<file path="src/rtl/fifo_pkg.sv">
// rtl/fifo_pkg.sv - shared constants and sizing helpers for the sample FIFO
package fifo_pkg;

    localparam int FWFT_OFF = 0;
    localparam int FWFT_ON  = 1;

    // Pointer width for a given depth; never below 1 so tiny depths still index.
    function automatic int addr_width(input int depth);
        return (depth <= 2) ? 1 : $clog2(depth);
    endfunction

    function automatic bit is_pow2(input int value);
        return (value > 0) && ((value & (value - 1)) == 0);
    endfunction

endpackage

</file>
<file path="src/rtl/fifo_mem.sv">
// rtl/fifo_mem.sv - simple dual-port RAM, registered or combinational read port
module fifo_mem
    import fifo_pkg::*;
#(
    parameter int WIDTH = 8,
    parameter int DEPTH = 16,
    parameter int FWFT  = FWFT_OFF,
    localparam int AW   = addr_width(DEPTH)
) (
    input  logic             i_clk,
    input  logic             i_rst_n,
    input  logic             i_wr_en,
    input  logic [AW-1:0]    i_wr_addr,
    input  logic [WIDTH-1:0] i_wr_data,
    input  logic             i_rd_en,
    input  logic [AW-1:0]    i_rd_addr,
    output logic [WIDTH-1:0] o_rd_data
);

    logic [WIDTH-1:0] mem_q [DEPTH];

    // Storage carries no reset so it can map onto plain RAM.
    always_ff @(posedge i_clk) begin
        if (i_wr_en) begin
            mem_q[i_wr_addr] <= i_wr_data;
        end
    end

    generate
        if (FWFT == FWFT_ON) begin : g_comb_rd
            logic unused_rd;
            assign unused_rd = i_rd_en ^ i_rst_n;
            assign o_rd_data = mem_q[i_rd_addr];
        end else begin : g_reg_rd
            logic [WIDTH-1:0] rd_data_q;
            always_ff @(posedge i_clk or negedge i_rst_n) begin
                if (!i_rst_n) begin
                    rd_data_q <= '0;
                end else if (i_rd_en) begin
                    rd_data_q <= mem_q[i_rd_addr];
                end
            end
            assign o_rd_data = rd_data_q;
        end
    endgenerate

endmodule

</file>
<file path="src/rtl/sample_fifo.sv">
// rtl/sample_fifo.sv - single-clock FIFO with level flags, sticky errors and optional FWFT read
module sample_fifo
    import fifo_pkg::*;
#(
    parameter int WIDTH      = 8,
    parameter int DEPTH      = 16,
    parameter int AFULL_LVL  = DEPTH - 2,
    parameter int AEMPTY_LVL = 2,
    parameter int FWFT       = FWFT_OFF,
    localparam int CW        = $clog2(DEPTH) + 1
) (
    input  logic             i_clk,
    input  logic             i_rst_n,
    input  logic             i_flush,
    input  logic             i_wr_inc,
    input  logic [WIDTH-1:0] i_datain,
    input  logic             i_rd_inc,
    output logic [WIDTH-1:0] o_dataout,
    output logic             o_rd_valid,
    output logic             o_full,
    output logic             o_empty,
    output logic             o_almost_full,
    output logic             o_almost_empty,
    output logic [CW-1:0]    o_count,
    output logic             o_overflow,
    output logic             o_underflow
);

    localparam int AW = addr_width(DEPTH);

    generate
        if (!is_pow2(DEPTH) || DEPTH < 4) begin : g_bad_depth
            $error("sample_fifo: DEPTH must be a power of two and at least 4");
        end
        if (AFULL_LVL > DEPTH) begin : g_bad_afull
            $error("sample_fifo: AFULL_LVL must not exceed DEPTH");
        end
        if (AEMPTY_LVL >= AFULL_LVL) begin : g_bad_aempty
            $error("sample_fifo: AEMPTY_LVL must be below AFULL_LVL");
        end
    endgenerate

    logic [AW-1:0] wr_ptr_q, wr_ptr_d;
    logic [AW-1:0] rd_ptr_q, rd_ptr_d;
    logic [CW-1:0] count_q, count_d;
    logic          overflow_q, overflow_d;
    logic          underflow_q, underflow_d;

    logic          full, empty;
    logic          wr_acc, rd_acc;
    logic          mem_wr_en, mem_rd_en;
    logic [WIDTH-1:0] mem_rd_data;

    // Every flag is a decode of the registered count, so all move together.
    assign full   = (count_q == CW'(DEPTH));
    assign empty  = (count_q == '0);
    assign wr_acc = i_wr_inc & ~full;
    assign rd_acc = i_rd_inc & ~empty;

    assign mem_wr_en = wr_acc & ~i_flush;
    assign mem_rd_en = rd_acc & ~i_flush;

    always_comb begin
        wr_ptr_d    = wr_ptr_q;
        rd_ptr_d    = rd_ptr_q;
        count_d     = count_q;
        overflow_d  = overflow_q;
        underflow_d = underflow_q;
        if (i_flush) begin
            wr_ptr_d    = '0;
            rd_ptr_d    = '0;
            count_d     = '0;
            overflow_d  = 1'b0;
            underflow_d = 1'b0;
        end else begin
            if (wr_acc) begin
                wr_ptr_d = wr_ptr_q + 1'b1;
            end
            if (rd_acc) begin
                rd_ptr_d = rd_ptr_q + 1'b1;
            end
            case ({wr_acc, rd_acc})
                2'b10:   count_d = count_q + 1'b1;
                2'b01:   count_d = count_q - 1'b1;
                default: count_d = count_q;
            endcase
            overflow_d  = overflow_q  | (i_wr_inc & full);
            underflow_d = underflow_q | (i_rd_inc & empty);
        end
    end

    always_ff @(posedge i_clk or negedge i_rst_n) begin
        if (!i_rst_n) begin
            wr_ptr_q    <= '0;
            rd_ptr_q    <= '0;
            count_q     <= '0;
            overflow_q  <= 1'b0;
            underflow_q <= 1'b0;
        end else begin
            wr_ptr_q    <= wr_ptr_d;
            rd_ptr_q    <= rd_ptr_d;
            count_q     <= count_d;
            overflow_q  <= overflow_d;
            underflow_q <= underflow_d;
        end
    end

    fifo_mem #(
        .WIDTH (WIDTH),
        .DEPTH (DEPTH),
        .FWFT  (FWFT)
    ) u_mem (
        .i_clk     (i_clk),
        .i_rst_n   (i_rst_n),
        .i_wr_en   (mem_wr_en),
        .i_wr_addr (wr_ptr_q),
        .i_wr_data (i_datain),
        .i_rd_en   (mem_rd_en),
        .i_rd_addr (rd_ptr_q),
        .o_rd_data (mem_rd_data)
    );

    generate
        if (FWFT == FWFT_ON) begin : g_fwft
            // Mask stale RAM content so an empty or reset FIFO shows zero.
            assign o_dataout  = empty ? '0 : mem_rd_data;
            assign o_rd_valid = ~empty;
        end else begin : g_std
            logic rd_valid_q;
            always_ff @(posedge i_clk or negedge i_rst_n) begin
                if (!i_rst_n) begin
                    rd_valid_q <= 1'b0;
                end else begin
                    rd_valid_q <= mem_rd_en;
                end
            end
            assign o_dataout  = mem_rd_data;
            assign o_rd_valid = rd_valid_q;
        end
    endgenerate

    assign o_full         = full;
    assign o_empty        = empty;
    assign o_almost_full  = (count_q >= CW'(AFULL_LVL));
    assign o_almost_empty = (count_q <= CW'(AEMPTY_LVL));
    assign o_count        = count_q;
    assign o_overflow     = overflow_q;
    assign o_underflow    = underflow_q;

endmodule
</file>
<file path="config.mk">
export PLATFORM = sky130hd
export DESIGN_NAME = sample_fifo
export DESIGN_NICKNAME = d
export VERILOG_FILES = /design/src/rtl/fifo_pkg.sv /design/src/rtl/fifo_mem.sv /design/src/rtl/sample_fifo.sv
export SDC_FILE = /design/constraint.sdc
export NUM_CORES = 1
export LEC_CHECK = 0
export ABC_AREA = 0
export ABC_CLOCK_PERIOD_IN_PS = 2860
export CORE_UTILIZATION = 54
export CTS_CLUSTER_SIZE = 40
export DETAILED_ROUTE_END_ITERATION = 12
export PLACE_DENSITY = 0.83
export REMOVE_ABC_BUFFERS = 1
export SETUP_SLACK_MARGIN = 0.02
export SLEW_MARGIN = 20
export SYNTH_ARGS = -nofsm -noshare
export SYNTH_HDL_FRONTEND = slang
export SYNTH_HIERARCHICAL = 1
export SYNTH_SLANG_ARGS = --single-unit
export TNS_END_PERCENT = 5
</file>
<file path="constraint.sdc">
create_clock -name i_clk -period 2.86 [get_ports i_clk]
set_input_delay 0.572 -clock i_clk [delete_from_list [all_inputs] [get_ports i_clk]]
set_output_delay 0.572 -clock i_clk [all_outputs]
set_load 0.03 [all_outputs]
</file>
Yosys cells after proc, flatten, opt, wreduce, memory -nomap -nowiden
Memories as Yosys holds them, arrays and structs flattened. A register that Yosys moved wholly into a read port is not among the register bits.
Cells that the tools add are included.
- flip-flop bits (word level): 16
- RAM bits: 128
- input port bits: 13
- output and inout port bits: 20
- logic and storage cells: 42
- memories: 1
- add/sub/neg operators: 4
- order comparisons: 2
- equality and inequality tests: 3
- multiplexer cells: 10
- bitwise operators: 11
- reductions and logical operators: 5
- memory list (name ; words ; width ; rd ports ; clocked after Yosys merged registers in ; wr ports ; line ; RTL):
    u_mem.mem_q ; 16 ; 8 ; 1 ; 1 ; 1 ; fifo_mem.sv:20 ; logic [WIDTH-1:0] mem_q [DEPTH];
- operators with widths (kind ; number):
    4-bit 2-to-1 mux ; 4
    5-bit case mux with 2 select lines ; 1
    4-bit by 1-bit adder with 4-bit output (second input constant) ; 2
    1-bit AND ; 6
    5-bit by 1-bit adder with 5-bit output (second input constant) ; 1
    5-bit == test (second input constant) ; 1
    5-bit by 4-bit >= comparator with 1-bit output (second input constant) ; 1
    5-bit by 2-bit less-or-equal comparator with 1-bit output (second input constant) ; 1
    5-bit logical NOT ; 1
    5-bit 2-to-1 mux ; 1
    5-bit by 1-bit subtractor with 5-bit output (second input constant) ; 1
    1-bit 2-to-1 mux ; 4
    2-bit nonzero test ; 2
    1-bit NOT ; 3
    3-bit nonzero test ; 1
    2-bit by 1-bit == test with 1-bit output (second input constant) ; 1
    2-bit == test (second input constant) ; 1
    1-bit OR ; 2
    1-bit logical NOT ; 1

Logic depth before layout (Yosys ltp)
- word-level depth: 6
- gate-level depth with buffers: 10
- gate-level depth less buffers: 8

By module
Netlist, hierarchy kept.
- by module, submodules not included (module ; times used ; cells an instance ; area an instance (um^2) ; seq. area each (um^2)):
    fifo_mem ; 1 ; 240 ; 5331.4 ; 4043.9
    sample_fifo ; 1 ; 104 ; 979.7 ; 400.4

Least setup slack after synthesis
OpenSTA, ideal clock, no wires.
- kind: register to register
- start point: register count_q[2], in the netlist o_count[2]
- end point: memory u_mem.mem_q[0][0] (enable)
- setup time: 0.383 ns
- data arrival time: 2.604 ns
- required time: 2.477 ns
- setup slack: -0.128 ns
- cell stages (with the launch flop): 7
- buffers on the path: 1
- clock period less this slack: 2.988 ns
- path through: dfrtp_1 buf_2 nor4_2 a21boi_1 nor2b_1 or3b_2 nor3_1
- cells in the longest elaborated chain, start to end: 6
- RTL lines (what ; line ; RTL):
    from (decl) ; sample_fifo.sv:45 ; logic [CW-1:0] count_q, count_d;
    from (signal assigned) ; sample_fifo.sv:102 ; count_q <= count_d;
    5-bit == test ; sample_fifo.sv:55 ; assign full = (count_q == CW'(DEPTH));
    1-bit NOT ; sample_fifo.sv:57 ; assign wr_acc = i_wr_inc & ~full;
    1-bit AND ; sample_fifo.sv:57 ;
    1-bit AND ; sample_fifo.sv:60 ; assign mem_wr_en = wr_acc & ~i_flush;
    via mem_wr_en ; sample_fifo.sv:51 ; logic mem_wr_en, mem_rd_en;
    1-bit 2-to-1 mux ; fifo_mem.sv:24 ; if (i_wr_en) begin
    1-bit 2-to-1 mux (not written as such) ; fifo_mem.sv:25 ; mem_q[i_wr_addr] <= i_wr_data;
    to (decl) ; fifo_mem.sv:20 ;
The timed path passes the listed nets, and every way through them passes these cells.

Worst setup path in the final report
- start point: register count_q[1], in the netlist o_count[1]
- end point: output o_empty
- cells in the longest elaborated chain, start to end: 1
- RTL lines (what ; line ; RTL):
    5-bit logical NOT ; sample_fifo.sv:56 ; assign empty = (count_q == '0);
    to (decl) ; sample_fifo.sv:21 ; output logic o_empty,
Every way passes these cells.

==> results.cfg <==
[grt]
antenna_found_initial = 0
gr-total-overflow = 0
grt_max_degree = 28
grt.total_usage = 0.242
grt_pass1_wl_mm = 20.1
grt_pass1_vias = 3344

[floorplanning]
die_h_um = 110
fp.dieArea_um2 = 12100
rows = 39
die_x_um = 110
core_um2 = 11400
io_pins = 33
start_util = 0.553

[clocking]
clock_latency_ns = 0.41
clock_sinks = 152
path_clk_slew_ns = 0.06
cts_buffers = 17
holdBufCountCts = 0
postCtsSetupBuffers = 0
cts_tree = yes
htree_levels = 4
cts_buffer_depth = 2
cts-root-buf = clkbuf_16

[cells_and_area]
fin_cells = 554
fin_area_um2 = 7390
num-nets-final = 415
diodes = 0
final_common_cell = edfxtp_1
finalCoreUtilization = 0.647
final_cell_mix = 128 x edfxtp_1, 36 x nor2_1, 29 x clkdlybuf4s50_1
area_growth_pct = 17.0
drive_above_1_share = 0.241

[route]
wl_per_cell_um = 23.8
vias = 3412
drc_errors = 0
drt-total-wl_mm = 13.2
drt_iter0_markers = 440
vias_per_cell = 6.16
firstDrtPassIters = 5
antenna_left = 0

[worst_setup_path]
rrSetupSlack_ns = 0.40
critPathMaxFanout = 11
required_ns = 2.29
end_kind = output pin
cp.arrival_ns = 2.07
reg2regPathDepth = 6
start_kind = flip-flop
crit_type = flip-flop to output pin

[min_path]
min_path_type = flip-flop to flip-flop
min_path_cells = 2

[power]
p_per_area_nw_per_um2 = 829
irDropWorstVdd_v = 0.000731
leakagePower_nw = 2.57

[placed_design]
dp_hpwl_mm = 8.01
place.gp.congestion = 0.867
io_buffers = 32
dpl_cell_area_um2 = 6820
post-place-cells = 522

[timing]
slew_violations = 0
final-setup-viol-count = 0
max_slew_margin = 0.428
worst_slew_pin_slew_ns = 0.859
skew_ns = 0.0103
clock.fmax_ghz = 0.378
period_minus_slack_ns = 2.65
rsz0062_at_grt = no
period_share = 0.926
timing.hold.ws_ns = 0.498
final_hold_viol_count = 0

[flow_run]
max_cap_violations = 0

[synth]
yosysUniqueCellTypes = 48
synth_ff_type = edfxtp_1
synth_cells = 344
ys_seq_area_frac = 0.704
ys_warn_count = 6
ys_seq_elements = 152
async_flop_share = 0.158
synth_edf_count = 128
syn_avg_cell_area_um2 = 18.3
syn-cell-area_um2 = 6310

[status]
status = completed
-- routing by layer --
metal	global-route usage	up-vias	share of wire
met4	0.103	0	0.024
met3	0.0705	21	0.067
met1	0.317	1752	0.41
met2	0.380	156	0.50
li1	-	1483	-
met5	0	-	0
-- path summary, 6_finish.rpt --
check | from | to
min in group asynchronous | i_rst_n | o_count[0]$_DFFE_PN0P_
hold reg to reg | o_overflow$_DFF_PN0_ | o_overflow$_DFF_PN0_
max in group asynchronous | i_rst_n | rd_ptr_q[1]$_DFFE_PN0P_
setup reg to reg | o_count[1]$_DFFE_PN0P_ | u_mem/mem_q[0][2]$_DFFE_PP_
setup / recovery | o_count[1]$_DFFE_PN0P_ | o_empty
hold / removal | o_overflow$_DFF_PN0_ | o_overflow$_DFF_PN0_
-- layout make-up --
class / instances / area (µm²)
Clock inverter: 10 / 60.1
Sequential cell: 152 / 4440
Multi-Input combinational cell: 166 / 1680
Tap cell: 143 / 179
Fill cell: 773 / 4030
Inverter: 4 / 15.0
Timing Repair Buffer: 57 / 508
Clock buffer: 22 / 497
-- worst max-delay path: stages, from the launching register on --
cell,delay (ns)
dfrtp_1,0.51
nor4_4,0.44
nand2_1,0.20
inv_1,0.10
dlygate4sd2_1,0.40
-- stage by stage --
| stage | power (mW) | worst slack, ns | setup TNS, ns |
|---|---|---|---|
| 6_report | 6.13 | 0.213 | 0 |
| 5_1_grt | 6.36 | 0.0647 | 0 |
| 4_1_cts | 6.15 | 0.122 | 0 |
| 3_5_place_dp | 4.07 | 0.120 | 0 |
| 3_3_place_gp | 4.03 | 0.154 | 0 |
| 2_1_floorplan | 3.56 | -0.0990 | -0.792 |
-- repair_timing --
| action | CTS | global route |
|---|---|---|
| endpoints found under the hold margin | 0 | 0 |
| endpoints found under the setup margin | 2 | 1 |
| resized for setup | 3 | 1 |
-- registers in the layout (all words and copies together), names as in the netlist --
signal           cells
u_mem/o_rd_data      8
u_mem/mem_q        128
o_overflow           1
o_rd_valid           1
o_underflow          1
rd_ptr_q             4
o_count              5
wr_ptr_q             4
-- cells in the mapped netlist (5+ instances only) --
| cell | n | area [µm²] |
|---|---|---|
| edfxtp_1 | 128 | 3840 |
| mux2i_1 | 12 | 120 |
| buf_6 | 7 | 78.8 |
| nand2_1 | 9 | 33.8 |
| a221oi_2 | 8 | 120 |
| nand3_1 | 6 | 30.0 |
| mux4_2 | 26 | 586 |
| nor2_1 | 36 | 135 |
| a21oi_1 | 5 | 25.0 |
| o22ai_1 | 7 | 43.8 |
| mux4_1 | 6 | 158 |
| nor3_1 | 5 | 25.0 |
| dfrtp_1 | 24 | 601 |
| xor2_1 | 6 | 52.6 |
-- cell families after synthesis --
| kind of cell | Yosys count | share of synthesized area |
|---|---|---|
| multiplexers | 44 | 0.137 |
| buffers and inverters | 26 | 0.0303 |
| AND/OR/NAND/NOR | 73 | 0.0561 |
| XOR/XNOR | 9 | 0.0125 |
| flip-flops | 152 | 0.704 |
| AO/OA/AOI/OAI | 36 | 0.0521 |
| adder cells (fa/ha/maj) | 4 | 0.00793 |
-- where the power goes --
| part | total [mW] | switching [mW] | internal [mW] |
|---|---|---|---|
| clock network | 2.09 | 0.856 | 1.24 |
| registers | 2.68 | 0.144 | 2.54 |
| logic | 1.35 | 0.776 | 0.576 |
Power figures use the tool's default switching activity.
